## src/rtl/ir_pkg.sv

```systemverilog
// Shared widths, field offsets and entry layout for the IR key queue.
// Frames are {~key, key, custom}; queued entries are {repeat, key, custom}.
package ir_pkg;

    localparam int IR_FRAME_W  = 32;
    localparam int IR_ENTRY_W  = 25;
    localparam int IR_CUST_LSB = 0;
    localparam int IR_CUST_W   = 16;
    localparam int IR_KEY_LSB  = 16;
    localparam int IR_KEY_W    = 8;
    localparam int IR_NKEY_LSB = 24;

    typedef struct packed {
        logic                 rpt;
        logic [IR_KEY_W-1:0]  key;
        logic [IR_CUST_W-1:0] custom;
    } ir_entry_t;

    function automatic logic ir_frame_ok(input logic [IR_FRAME_W-1:0] f);
        logic [IR_KEY_W-1:0] w_nkey;
        w_nkey = ~f[IR_KEY_LSB +: IR_KEY_W];
        return f[IR_NKEY_LSB +: IR_KEY_W] == w_nkey;
    endfunction

endpackage

```

## src/rtl/ir_key_queue_if.sv

```systemverilog
// Host-side bundle of the IR key queue: frame input, queue control and status.
// master drives frames/pop/clr, slave is the queue itself.
interface ir_key_queue_if #(
    parameter int DEPTH = 8
);
    logic                     frame_valid;
    logic [31:0]              frame_data;
    logic [15:0]              addr_match;
    logic                     pop;
    logic                     clr;
    logic                     empty;
    logic [24:0]              head;
    logic [$clog2(DEPTH):0]   level;
    logic                     overflow;
    logic [7:0]               err_count;
    logic                     irq;

    modport master (
        output frame_valid, frame_data, addr_match, pop, clr,
        input  empty, head, level, overflow, err_count, irq
    );

    modport slave (
        input  frame_valid, frame_data, addr_match, pop, clr,
        output empty, head, level, overflow, err_count, irq
    );
endinterface

```

## src/rtl/ir_key_fifo.sv

```systemverilog
// Synchronous first-word-fall-through FIFO of decoded key entries.
// A push while full is only taken when a pop frees a slot on the same edge.
module ir_key_fifo
    import ir_pkg::*;
#(
    parameter int DEPTH = 8
) (
    input  logic                   clk,
    input  logic                   reset,
    input  logic                   i_push,
    input  ir_entry_t              i_data,
    input  logic                   i_pop,
    output logic                   o_full,
    output logic                   o_empty,
    output ir_entry_t              o_head,
    output logic [$clog2(DEPTH):0] o_level
);
    localparam int AW = $clog2(DEPTH);

    ir_entry_t     r_mem [DEPTH];
    logic [AW-1:0] r_wr;
    logic [AW-1:0] r_rd;
    logic [AW:0]   r_level;
    logic          w_push;
    logic          w_pop;

    assign o_full  = r_level == (AW+1)'(DEPTH);
    assign o_empty = r_level == '0;
    assign o_level = r_level;
    assign o_head  = o_empty ? '0 : r_mem[r_rd];
    assign w_pop   = i_pop && !o_empty;
    assign w_push  = i_push && (!o_full || i_pop);

    always_ff @(posedge clk) begin
        if (w_push) r_mem[r_wr] <= i_data;
    end

    always_ff @(posedge clk or posedge reset) begin
        if (reset) begin
            r_wr    <= '0;
            r_rd    <= '0;
            r_level <= '0;
        end else begin
            if (w_push) r_wr <= r_wr + AW'(1);
            if (w_pop)  r_rd <= r_rd + AW'(1);
            unique case ({w_push, w_pop})
                2'b10:   r_level <= r_level + (AW+1)'(1);
                2'b01:   r_level <= r_level - (AW+1)'(1);
                default: r_level <= r_level;
            endcase
        end
    end
endmodule

```

## src/rtl/ir_key_queue.sv

```systemverilog
// NEC key queue: two-stage frame pipeline, complement/address checks,
// repeat detection within a holdoff window, and FWFT key storage.
module ir_key_queue
    import ir_pkg::*;
#(
    parameter int DEPTH          = 8,
    parameter int HOLDOFF        = 5400000,
    parameter int ADDR_FILTER_EN = 0
) (
    input  logic           clk,
    input  logic           reset,
    ir_key_queue_if.slave  bus
);
    localparam int HW = $clog2(HOLDOFF + 1);

    logic                   r_s1_vld;
    logic [IR_FRAME_W-1:0]  r_s1_data;
    logic                   r_s2_vld;
    logic [IR_FRAME_W-1:0]  r_s2_data;
    logic [HW-1:0]          r_hold;
    logic [23:0]            r_last;
    logic                   r_ovf;
    logic [7:0]             r_err;

    logic                   w_addr_ok;
    logic                   w_err;
    logic                   w_req;
    logic                   w_ovf;
    logic                   w_push;
    logic                   w_full;
    logic                   w_empty;
    ir_entry_t              w_entry;
    ir_entry_t              w_head;
    logic [$clog2(DEPTH):0] w_level;

    always_ff @(posedge clk or posedge reset) begin
        if (reset) begin
            r_s1_vld  <= 1'b0;
            r_s1_data <= '0;
            r_s2_vld  <= 1'b0;
            r_s2_data <= '0;
        end else begin
            r_s1_vld <= bus.frame_valid;
            r_s2_vld <= r_s1_vld;
            if (bus.frame_valid) r_s1_data <= bus.frame_data;
            if (r_s1_vld)        r_s2_data <= r_s1_data;
        end
    end

    // Address filtering takes precedence: filtered frames never count as errors.
    always_comb begin
        w_addr_ok      = (ADDR_FILTER_EN == 0) ||
                         (r_s2_data[IR_CUST_LSB +: IR_CUST_W] == bus.addr_match);
        w_err          = r_s2_vld && w_addr_ok && !ir_frame_ok(r_s2_data);
        w_req          = r_s2_vld && w_addr_ok && ir_frame_ok(r_s2_data);
        w_ovf          = w_req && w_full && !bus.pop;
        w_push         = w_req && !w_ovf;
        w_entry.key    = r_s2_data[IR_KEY_LSB +: IR_KEY_W];
        w_entry.custom = r_s2_data[IR_CUST_LSB +: IR_CUST_W];
        w_entry.rpt    = (r_hold != '0) &&
                         ({w_entry.key, w_entry.custom} == r_last);
    end

    always_ff @(posedge clk or posedge reset) begin
        if (reset) begin
            r_hold <= '0;
            r_last <= '0;
        end else if (w_push) begin
            r_hold <= HW'(HOLDOFF);
            r_last <= {w_entry.key, w_entry.custom};
        end else if (r_hold != '0) begin
            r_hold <= r_hold - HW'(1);
        end
    end

    // An error/overflow on the same edge as clr leaves the fresh event visible.
    always_ff @(posedge clk or posedge reset) begin
        if (reset) begin
            r_err <= '0;
            r_ovf <= 1'b0;
        end else begin
            if (w_err)        r_err <= bus.clr ? 8'd1 :
                                       (r_err == 8'hFF) ? r_err : r_err + 8'd1;
            else if (bus.clr) r_err <= '0;
            if (w_ovf)        r_ovf <= 1'b1;
            else if (bus.clr) r_ovf <= 1'b0;
        end
    end

    ir_key_fifo #(
        .DEPTH (DEPTH)
    ) u_fifo (
        .clk     (clk),
        .reset   (reset),
        .i_push  (w_push),
        .i_data  (w_entry),
        .i_pop   (bus.pop),
        .o_full  (w_full),
        .o_empty (w_empty),
        .o_head  (w_head),
        .o_level (w_level)
    );

    assign bus.empty     = w_empty;
    assign bus.irq       = ~w_empty;
    assign bus.head      = w_head;
    assign bus.level     = w_level;
    assign bus.overflow  = r_ovf;
    assign bus.err_count = r_err;
endmodule
```

## src/flat_wrapper.sv

```systemverilog
// flat-port wrapper written by rule: the top's interface ports become plain ports
module ir_key_queue_flat import ir_pkg::*;
#(
    parameter int DEPTH          = 8,
    parameter int HOLDOFF        = 5400000,
    parameter int ADDR_FILTER_EN = 0
)
  (clk, reset, bus_frame_valid, bus_frame_data, bus_addr_match, bus_pop, bus_clr, bus_empty, bus_head, bus_level, bus_overflow, bus_err_count, bus_irq);
  ir_key_queue_if #(.DEPTH(DEPTH)) bus_i ();
  input  logic clk;
  input  logic reset;
  input wire logic [$bits(bus_i.frame_valid)-1:0] bus_frame_valid;
  input wire logic [$bits(bus_i.frame_data)-1:0] bus_frame_data;
  input wire logic [$bits(bus_i.addr_match)-1:0] bus_addr_match;
  input wire logic [$bits(bus_i.pop)-1:0] bus_pop;
  input wire logic [$bits(bus_i.clr)-1:0] bus_clr;
  output wire logic [$bits(bus_i.empty)-1:0] bus_empty;
  output wire logic [$bits(bus_i.head)-1:0] bus_head;
  output wire logic [$bits(bus_i.level)-1:0] bus_level;
  output wire logic [$bits(bus_i.overflow)-1:0] bus_overflow;
  output wire logic [$bits(bus_i.err_count)-1:0] bus_err_count;
  output wire logic [$bits(bus_i.irq)-1:0] bus_irq;
  assign bus_i.frame_valid = bus_frame_valid;
  assign bus_i.frame_data = bus_frame_data;
  assign bus_i.addr_match = bus_addr_match;
  assign bus_i.pop = bus_pop;
  assign bus_i.clr = bus_clr;
  assign bus_empty = bus_i.empty;
  assign bus_head = bus_i.head;
  assign bus_level = bus_i.level;
  assign bus_overflow = bus_i.overflow;
  assign bus_err_count = bus_i.err_count;
  assign bus_irq = bus_i.irq;
  ir_key_queue #(.DEPTH(DEPTH), .HOLDOFF(HOLDOFF), .ADDR_FILTER_EN(ADDR_FILTER_EN)) u_core (.clk(clk), .reset(reset), .bus(bus_i));
endmodule
```

## config.mk

```make
export PLATFORM = sky130hd
export DESIGN_NAME = ir_key_queue_flat
export DESIGN_NICKNAME = d
export VERILOG_FILES = /design/src/rtl/ir_pkg.sv /design/src/rtl/ir_key_queue_if.sv /design/src/rtl/ir_key_fifo.sv /design/src/rtl/ir_key_queue.sv /design/src/flat_wrapper.sv
export SDC_FILE = /design/constraint.sdc
export NUM_CORES = 1
export LEC_CHECK = 0
export ABC_AREA = 1
export CAP_MARGIN = 30
export CORE_MARGIN = 5
export CORE_UTILIZATION = 45
export DETAILED_ROUTE_END_ITERATION = 8
export PLACE_DENSITY_LB_ADDON = 0.2
export SKIP_CTS_REPAIR_TIMING = 1
export SYNTH_ARGS = -nofsm -noshare
export SYNTH_HDL_FRONTEND = slang
export SYNTH_SLANG_ARGS = --single-unit
```

## constraint.sdc

```tcl
create_clock -name clk -period 8.7 [get_ports clk]
set_clock_uncertainty 0.15 [all_clocks]
set_input_delay 1.74 -clock clk [delete_from_list [all_inputs] [get_ports clk]]
set_output_delay 1.74 -clock clk [all_outputs]
set_load 0.01 [all_outputs]
```

==> results by group, run 1 <==
Status
  – Status: complete, no violations

Logic synthesis
  – Dominant synthesized flop cell: edfxtp_1
  – Post-synth top area share: 0.4268
  – Synth Area in Compound Gates: 0.08856
  – Mux contribution to synthesized area: 0.02241
  – Synthesized-area fraction occupied by adder cells: 0.006224
  – Seq cells post-synth: approximately 330
  – Dominant cell type by area after synthesis: edfxtp_1
  – Post-synthesis sequential area ratio: 0.6615
  – Mapped cell area: between 10000 and 15000 um2
  – Largest family of logic cells by synthesized area: simple AND/OR/NAND/NOR gates
  – Mapped Cells: 1328
  – Count leader, synth: nor2_1
  – Yosys Warn Count: 0
  – Asr flop ratio synth: 0.3976
  – Commonest cells post-synth: 290 x nor2_1, 200 x edfxtp_1, 186 x nand2_1
  – Main area contributors after synthesis: edfxtp_1 43%, dfrtp_1 23%, nor2_1 7.7%
  – Post-synth cell types: 33
  – Post-Synth Simple-Gate Area: 0.1587
  – Avg Cell Area, Syn: between 10 and 15 um2
  – EDFF count, synth: 200
  – Syn Nets: approximately 1400
  – Xor/xnor cell area share of the yosys netlist: 0.01867

Clocking
  – Skew-Pair Late Insertion Delay: between 500 and 600 ps
  – Clk slew on worst S/H paths: about 60 ps
  – # clock sinks: between 300 and 400
  – H-tree Lvls: 2
  – Clock root buffer: clkbuf_16
  – Clk buf depth: 3
  – CTS Buf Count: 36
  – CTS tree: done

STA
  – RSZ-0062 raised after global routing: no
  – Setup TNS: 0 ps
  – Min cycle time layout: between 5000 and 6000 ps
  – Final Worst Setup Slack: between 3000 and 4000 ps
  – Slew @ Worst Pin: 955.0 ps
  – Final Cycle Share: 0.5928
  – Fin. max-slew vios: 0
  – # setup viols final: 0
  – Max Freq: a little under 200 MHz
  – Relative slew slack: 0.3633
  – Final hold vios: 0

Drt
  – WL final: between 20 and 30 mm
  – Post-DRT Antenna Nets: 0
  – Routed len/inst: 16.23 um
  – Routed vias: about 9400
  – Vias per cell: 5.179
  – DRC violations left: 0
  – DR pass1 iterations: 5
  – DRT iter0 DRCs: about 700

Layout
  – Fillers: around 2700
  – Area growth syn-to-layout: 17.13%
  – Share of layout cells above drive strength 1: 0.08824
  – Post-layout util: 0.5361
  – N_diodes: 0
  – Nets: approximately 1500

GRT
  – Largest net degree at the start of global routing: between 100 and 150
  – Gr ovfl total: 0
  – Vias in the first global route: about 9400
  – Overall global routing resource usage: 0.1708
  – Initial antenna violation count: 0
  – First-pass GRT wire length: about 49 mm

Floorplan
  – Initial core utilization: 0.4576
  – Die W: between 150 and 200 um
  – Row Count: 64
  – Die Y: ~190 um
  – Core ar.: between 30000 and 40000 um2
  – Top Ports: just over 90
  – Full die area: ~35000 um2

Min path
  – Hold_sp: u_core.r_s1_data[15]$_DFFE_PP0P_
  – Tightest Hold Check Type: flop to flop
  – WHS Path Cells: 2
  – Worst hold endpoint: u_core.r_s2_data[15]$_DFFE_PP0P_

Worst setup path
  – CP max stage cell: clkdlybuf4s50_1
  – FF-to-FF setup slack: 5500 ps
  – Critical path type: flop to output port
  – WP data arrival: 3270 ps
  – Worst reg2reg startpoint: u_core.u_fifo.o_level[0]$_DFFE_PP0P_
  – Worst r2r dst: u_core.u_fifo.o_level[2]$_DFFE_PP0P_
  – CP cell instances: buf_4 -> buf_16 -> inv_2 -> buf_4 -> buf_16 -> nor2_1 -> o32ai_1 -> nor2_1 -> nor2_1 -> clkdlybuf4s50_1
  – Crit end category: output port
  – Crit path max fanout: 87
  – Crit-path max cell delay: roughly 580 ps
  – R2R depth: 12
  – Crit path from: u_core.u_fifo.r_rd[0]$_DFFE_PP0P_
  – Crit start category: flop
  – Worst path required time: roughly 6800 ps
  – Cell mode on critical path: nor2_1

Placed design
  – DP Wirelength: ~17 mm
  – Routability cong.: about 0.81
  – Place WS: around 3800 ps
  – Port Buffers: 76

Flow run
  – Max-cap viol count: 0

Pwr
  – Peak supply drop: 164.7 uV
  – Total Power: between 4 and 5 mW
  – Leak: about 6.5 nW
  – Pwr dens: 286.0 nW/um2
## area by class of cell
class | count | area (um2) | share of cell area
sequential | 332 | 9313 | 0.5650
multi-input combinational | 843 | 4189 | 0.2541
timing repair buffer | 96 | 991.0 | 0.06012
clock buffer | 47 | 972.2 | 0.05898
tap | 396 | 495.5 | 0.03006
inverter | 91 | 346.6 | 0.02103
clock inverter | 19 | 176.4 | 0.01070
## critical path, delay by kind of cell, from the launching register on
family | cells | cell delay [ps]
compound gates | 1 | 250
flops | 1 | 380
simple gates | 3 | 360
buf+inv | 6 | 1680
## state kept, by name, indices dropped and copies added (netlist names)
name                   cells
u_core.u_fifo.r_mem      200
u_core.r_s1_data          32
u_core.r_s2_data          32
u_core.r_last             24
u_core.r_hold             23
u_core.bus.err_count       8
u_core.u_fifo.o_level      4
u_core.u_fifo.r_rd         3
u_core.u_fifo.r_wr         3
u_core.bus.overflow        1
u_core.r_s1_vld            1
u_core.r_s2_vld            1
## placed cells by master (no fill, tap or decap), types with 5 or more instances in the layout
master / n
edfxtp_1: 200
nor2_2: 6
a21oi_1: 9
clkbuf_16: 36
nand2_1: 186
buf_4: 16
o32ai_1: 25
clkinv_1: 5
o21ai_1: 7
inv_1: 87
nand3_1: 40
clkinv_2: 8
mux2_2: 28
nand4_1: 14
o21ai_0: 180
nor2_1: 286
nor3_1: 6
ha_1: 7
clkdlybuf4s50_1: 76
clkbuf_1: 8
xnor2_1: 19
dfrtp_1: 129
xor2_1: 11
## cells by family (layout without fill, tap and decap cells)
logic type	count (synthesis)	count (layout)
XOR/XNOR	30	30
buffers and inverters	153	253
adder cells (fa/ha/maj)	7	7
AO/OA/AOI/OAI	227	227
multiplexers	28	28
flip-flops	332	332
AND/OR/NAND/NOR	551	551
## report_power, final
| part | internal (mW) | switching [mW] |
|---|---|---|
| clock | 0.857 | 0.604 |
| combinational | 0.582 | 0.780 |
| sequential | 1.78 | 0.108 |
| total | 3.22 | 1.49 |
## how the worst max path moves through the flow
stage | slack [ps] | end | depth (start not counted)
global route | 3350 | bus_head[7] | 10
CTS | 3160 | bus_head[23] | 9
floorplan | 3280 | u_core.bus.err_count[0]$_DFFE_PP0P_ | 1
finish | 3540 | bus_head[19] | 10
detailed placement | 3770 | bus_head[23] | 9
global placement | 3740 | bus_head[23] | 8
## metal layers
metal | vias up | part of all wire | track usage
li1 | 4653 | - | -
met2 | 196 | 0.47 | 0.2734
met5 | - | 0 | 0
met4 | 0 | 0.016 | 0.04152
met3 | 37 | 0.044 | 0.02968
met1 | 4560 | 0.47 | 0.2460
## through the flow
step           instances  area [um2]  hold slack (ps)
2_1_floorplan       1328       14070            201.9
3_5_place_dp        1756       15280            319.1
3_3_place_gp        1754       15220            318.9
5_1_grt             1824       16480            365.3
6_report            1824       16480            328.3
4_1_cts             1822       16430            332.0
Power figures use the tool's default switching activity.
==> run 2: changes to the inputs <==
==> constraint.sdc (replaced) <==
create_clock -name clk -period 5.1 [get_ports clk]
set_clock_uncertainty 0.15 [all_clocks]
set_input_delay 1.02 -clock clk [delete_from_list [all_inputs] [get_ports clk]]
set_output_delay 1.02 -clock clk [all_outputs]
set_load 0.01 [all_outputs]
==> run 2 against run 1 <==
- sequential share of layout area up 0.56 points
- register-to-register slack worse by 3500 ps
- die area did not move
- core utilization is 0.52 points lower
- first-iteration DRC count shrank 3.4%
- critical endpoint is now bus_head[6]
- largest cell class unchanged
- highest routed layer unchanged
==> results by group, run 2 (synthesized netlist as in run 1, its figures left out) <==
Status
  – Status: complete, no violations

Pwr
  – Sw Share: 0.3207
  – Total Power: 7.826 mW
  – Sequential power share: 0.423
  – Clock power frac: 0.301
  – Leak: 6.424 nW
  – Peak supply drop: 297.5 uV
  – Pwr dens: ~480 nW/um2
  – Sw power: approximately 2.5 mW
  – Internal power: ~5.3 mW
  – Combinational power share: 0.276

Drt
  – Vias per cell: roughly 5.2
  – Post-DRT Antenna Nets: 0
  – Routed vias: 9385
  – WL final: 29.78 mm
  – DRC violations left: 0
  – DR pass1 iterations: 5
  – Routed len/inst: approximately 16 um
  – DRT iter0 DRCs: between 600 and 700

Worst setup path
  – CP cell instances: inv_2 -> buf_4 -> o21ai_0 -> o21ai_0 -> o21ai_0 -> nor2_1 -> clkdlybuf4s50_1
  – Crit-path max cell delay: about 700 ps
  – Crit path max fanout: 64
  – Worst path required time: approximately 3900 ps
  – CP max stage cell: dfrtp_2
  – Cell mode on critical path: o21ai_0
  – Crit end category: output port
  – Crit start category: flop
  – Critical path type: flop to output port
  – WP data arrival: ~3200 ps

Floorplan
  – Die Y: 186.8 um
  – Core ar.: slightly above 30000 um2
  – Die W: between 150 and 200 um
  – Row Count: 64
  – Top Ports: slightly above 90
  – Initial core utilization: 0.4576
  – Full die area: ~35000 um2

STA
  – Relative slew slack: 0.3643
  – # setup viols final: 0
  – Final hold vios: 0
  – Final Cycle Share: 0.8551
  – Setup TNS: 0 ps
  – Fin. max-slew vios: 0
  – Slew @ Worst Pin: approximately 950 ps
  – RSZ-0062 raised after global routing: no
  – Final Worst Setup Slack: between 700 and 800 ps
  – Max Freq: ~230 MHz
  – Min cycle time layout: 4361 ps

Flow run
  – Max-cap viol count: 0

GRT
  – Vias in the first global route: 9308
  – Initial antenna violation count: 0
  – First-pass GRT wire length: roughly 49 mm
  – Largest net degree at the start of global routing: just over 80
  – Overall global routing resource usage: 0.1718
  – Gr ovfl total: 0

Placed design
  – Routability cong.: 0.8062
  – Place WS: roughly 1200 ps
  – DP Wirelength: 17.63 mm
  – Port Buffers: 76

Layout
  – Most frequent cells in the layout: 286 x nor2_1, 200 x edfxtp_1, 186 x nand2_1, 180 x o21ai_0, 129 x dfrtp_1
  – Largest register FFs: 200
  – N_diodes: 0
  – Most flop-heavy register: u_core.u_fifo.r_mem
  – Biggest regs: u_core.u_fifo.r_mem x200, u_core.r_s1_data x32, u_core.r_s2_data x32
  – Nets: 1459
  – Fillers: roughly 2700
  – Share of layout cells above drive strength 1: 0.08561
  – Commonest non-fill, non-tap cell in the layout: nor2_1
  – Area growth syn-to-layout: 15.99%

Clocking
  – Skew-Pair Late Insertion Delay: a little over 500 ps
  – CTS tree: done
  – CTS Buf Count: 35
  – H-tree Lvls: 2
  – # clock sinks: ~330
  – Clk slew on worst S/H paths: roughly 60 ps
  – Clock root buffer: clkbuf_16
  – Clk buf depth: 3

Min path
  – Tightest Hold Check Type: flop to flop
run 2: cell count changes in the layout (fill, tap and decap cells not counted), sizes merged:
cell / before / now
inv: 92 / 94
clkbuf: 47 / 46
bufinv: 2 / 1
clkinv: 15 / 12
run 2: final timing paths:
kind                       slack (ps)                                    to                                 start  cells after the start
max in group asynchronous        3050       u_core.r_s2_data[5]$_DFFE_PP0P_                                 reset                      3
max                               740                           bus_head[6]     u_core.u_fifo.r_rd[0]$_DFFE_PP0P_                      7
min in group asynchronous         860   u_core.bus.err_count[2]$_DFFE_PP0P_                                 reset                      2
max reg2reg                      2030  u_core.u_fifo.o_level[2]$_DFFE_PP0P_  u_core.u_fifo.o_level[0]$_DFFE_PP0P_                     13
min reg2reg                       330      u_core.r_s2_data[28]$_DFFE_PP0P_      u_core.r_s1_data[28]$_DFFE_PP0P_                      2
min                               330      u_core.r_s2_data[28]$_DFFE_PP0P_      u_core.r_s1_data[28]$_DFFE_PP0P_                      2
run 2: routing by layer:
layer	routed length (um)	track usage	up-vias
met2	13980	0.2818	218
met5	0	0	-
met4	462	0.04010	0
met3	1743	0.02949	37
met1	13600	0.2425	4487
li1	-	-	4643
run 2: power groups by stage:
stage	Clock [mW]	Sequential, mW	Combinational, mW
floorplan	0	3.22	1.41
global placement	0	3.36	2.15
detailed placement	0	3.36	2.19
CTS	2.42	3.31	2.20
global route	2.52	3.35	2.44
finish	2.36	3.31	2.16
run 2: area by class of cell:
cell class / instances / area (um2) / share of cell area
sequential: 332 / 9313 / 0.5706
multi-input combinational: 843 / 4189 / 0.2567
clock buffer: 46 / 927.1 / 0.05680
timing repair buffer: 96 / 923.4 / 0.05657
tap: 396 / 495.5 / 0.03036
inverter: 91 / 346.6 / 0.02123
clock inverter: 17 / 127.6 / 0.007819
run 2: through the flow:
step / hold slack, ps / instances / utilization / instance area [um2]
final: 325.2 / 1821 / 0.5308 / 16320
after global routing: 343.6 / 1821 / 0.5308 / 16320
after CTS: 333.4 / 1821 / 0.5308 / 16320
after detailed placement: 319.2 / 1758 / 0.4965 / 15270
after global placement: 317.9 / 1758 / 0.4965 / 15270
after floorplan: 201.9 / 1328 / - / 14070
run 2: worst max-delay path, delay by kind of cell, from the launching register on:
family | cells | cell delay, ps
flip-flops | 1 | 700
buffers and inverters | 3 | 1280
AND/OR/NAND/NOR | 1 | 270
AO/OA/AOI/OAI | 3 | 410
==> run 3: changes to the inputs <==
--- a/config.mk
+++ b/config.mk
@@ -10,7 +10,8 @@
 export CORE_MARGIN = 5
 export CORE_UTILIZATION = 45
 export DETAILED_ROUTE_END_ITERATION = 8
-export PLACE_DENSITY_LB_ADDON = 0.2
+export DONT_BUFFER_PORTS = 1
+export PLACE_DENSITY = 0.66
 export SKIP_CTS_REPAIR_TIMING = 1
 export SYNTH_ARGS = -nofsm -noshare
 export SYNTH_HDL_FRONTEND = slang
==> run 3 against run 2 <==
- maximum frequency is 15% higher
- clock-buffer cell count shrank 1
- design area shrank 4.5%
- clock power rose by 3%
- sequential power about the same
- global-route usage shrank 0.77 points
- critical path depth shrank 1
- worst hold slack better by 6.6 ps
- via count fell by 2.4%
- flip-flop and latch count stayed put
- routed wire length fell by 2.2%
- register-to-register slack improved by 50 ps
==> results by group, run 3 (synthesized netlist as in run 1, its figures left out) <==
Clocking
  – Skew-Pair Late Insertion Delay: ~500 ps
  – # clock sinks: 332
  – Clk slew on worst S/H paths: ~60 ps
  – H-tree Lvls: 2
  – Clk buf depth: 3
  – CTS tree: done
  – CTS Buf Count: 36
  – Clock root buffer: clkbuf_16

STA
  – Max Freq: between 200 and 300 MHz
  – RSZ-0062 raised after global routing: no
  – # setup viols final: 0
  – Min cycle time layout: between 3000 and 4000 ps
  – Final hold vios: 0
  – Relative slew slack: 0.3118
  – Slew @ Worst Pin: 1031 ps
  – Fin. max-slew vios: 0
  – Final Cycle Share: 0.7426
  – Setup TNS: 0 ps
  – Final Worst Setup Slack: between 1000 and 1500 ps

Worst setup path
  – Crit start category: flop
  – CP bufs+invs: 2
  – R2R depth: 8
  – Critical path endpoint: bus_head[18]
  – Crit-path max cell delay: approximately 670 ps
  – CP Depth: 6
  – Crit path from: u_core.u_fifo.r_rd[0]$_DFFE_PP0P_
  – Worst reg2reg startpoint: u_core.r_s2_data[20]$_DFFE_PP0P_
  – Critical path type: flop to output port
  – CP cell instances: inv_2 -> buf_12 -> nor2_1 -> o32ai_1 -> nor2_1 -> nor2_1
  – CP max stage cell: inv_2
  – Crit end category: output port
  – Worst r2r dst: u_core.u_fifo.r_mem[3][5]$_DFFE_PP_
  – CP delay by family, top: buffers and inverters
  – Worst path required time: 3930 ps
  – Crit path max fanout: 52
  – FF-to-FF setup slack: approximately 2100 ps
  – WP data arrival: around 2600 ps
  – Cell mode on critical path: nor2_1

Pwr
  – Peak supply drop: about 320 uV
  – Sequential power share: 0.440
  – Combinational power share: 0.236
  – Sw Share: 0.3288
  – Internal power: around 5.0 mW
  – Leak: approximately 6 nW
  – Pwr dens: 480.4 nW/um2
  – Sw power: approximately 2.5 mW
  – Clock power frac: 0.324

Min path
  – Tightest Hold Check Type: flop to flop
  – Hold_sp: u_core.r_s1_data[7]$_DFFE_PP0P_

Drt
  – DR pass1 iterations: 5
  – DRC violations left: 0
  – Top sig layer: met5
  – Met2 wire len: ~14 mm
  – M1 WL: 13.32 mm
  – Vias per cell: 5.256
  – DRT iter0 DRCs: around 850
  – WL met3: between 1.5 and 2 mm
  – Routed len/inst: ~17 um
  – Post-DRT Antenna Nets: 0
  – Routed vias: between 9000 and 10000
  – WL final: roughly 29 mm

Placed design
  – Routability cong.: between 0.8 and 0.9
  – Port Buffers: 0
  – DP Wirelength: 17.30 mm
  – Place WS: between 1500 and 2000 ps

Layout
  – Largest register FFs: 200
  – Share of layout cells above drive strength 1: 0.08699
  – Area growth syn-to-layout: 10.75%
  – Most frequent cells in the layout: 286 x nor2_1, 200 x edfxtp_1, 186 x nand2_1, 180 x o21ai_0, 129 x dfrtp_1
  – Nets: between 1000 and 1500
  – Biggest regs: u_core.u_fifo.r_mem x200, u_core.r_s1_data x32, u_core.r_s2_data x32
  – Commonest non-fill, non-tap cell in the layout: nor2_1
  – Most flop-heavy register: u_core.u_fifo.r_mem
  – Fillers: around 2800

Floorplan
  – Die W: 186.8 um
  – Core ar.: between 30000 and 40000 um2
  – Top Ports: just over 90
  – Full die area: ~35000 um2
  – Row Count: between 60 and 70
  – Die Y: between 150 and 200 um
  – Initial core utilization: 0.4576

GRT
  – Gr ovfl total: 0
  – Vias in the first global route: 8679
  – First-pass GRT wire length: ~47 mm
  – Overall global routing resource usage: 0.1641
  – Initial antenna violation count: 1
  – Largest net degree at the start of global routing: around 100

Flow run
  – Max-cap viol count: 0

Status
  – Status: complete, no violations
[run 3: layout make-up]
cell class	count	area, um2	area share
flip-flops and latches	332	9313	0.5975
well taps	396	495.5	0.03179
repair buffers	16	132.6	0.008510
diodes	1	2.502	0.0001606
inverters	91	346.6	0.02224
clock inverters	18	151.4	0.009714
clock buffers	45	954.7	0.06126
multi-input cells	843	4189	0.2688
[run 3: how the worst min path moves through the flow]
stage,to,slack [ps],cells past startpoint
2_1_floorplan,u_core.r_s2_vld$_DFF_PP0_,200,0
3_3_place_gp,u_core.r_s2_data[6]$_DFFE_PP0P_,310,2
3_5_place_dp,u_core.r_s2_data[13]$_DFFE_PP0P_,320,2
4_1_cts,u_core.r_s2_data[13]$_DFFE_PP0P_,340,2
5_1_grt,u_core.r_s2_data[25]$_DFFE_PP0P_,350,2
6_report,u_core.r_s2_data[7]$_DFFE_PP0P_,330,2
[run 3: metal layers]
| layer | up-vias | global-route usage |
|---|---|---|
| met5 | - | 0 |
| met4 | 2 | 0.04181 |
| met3 | 45 | 0.03173 |
| met2 | 233 | 0.2654 |
| met1 | 4399 | 0.2312 |
| li1 | 4477 | - |
[run 3: through the flow]
stage / hold slack, ps / std cells / area, um2 / util / total power [mW]
after CTS: 338.0 / 1741 / 15580 / 0.5068 / 7.582
after detailed placement: 321.1 / 1678 / 14480 / 0.4708 / 5.141
after floorplan: 201.9 / 1328 / 14070 / - / 4.623
after global routing: 352.3 / 1741 / 15580 / 0.5068 / 7.935
final: 331.8 / 1742 / 15580 / 0.5068 / 7.486
after global placement: 311.8 / 1678 / 14480 / 0.4708 / 5.091
[run 3: power by group through the flow]
stage / combinational, mW / clock (mW) / sequential (mW)
5_1_grt: 2.02 / 2.59 / 3.32
2_1_floorplan: 1.41 / 0 / 3.22
6_report: 1.77 / 2.42 / 3.29
3_3_place_gp: 1.75 / 0 / 3.34
4_1_cts: 1.80 / 2.49 / 3.29
3_5_place_dp: 1.80 / 0 / 3.34
[run 3: tightest hold or removal path, delay by kind of cell, from the launching register on]
kind            cells  cell delay, ps
flops               1             340
compound gates      1              60
simple gates        1              50
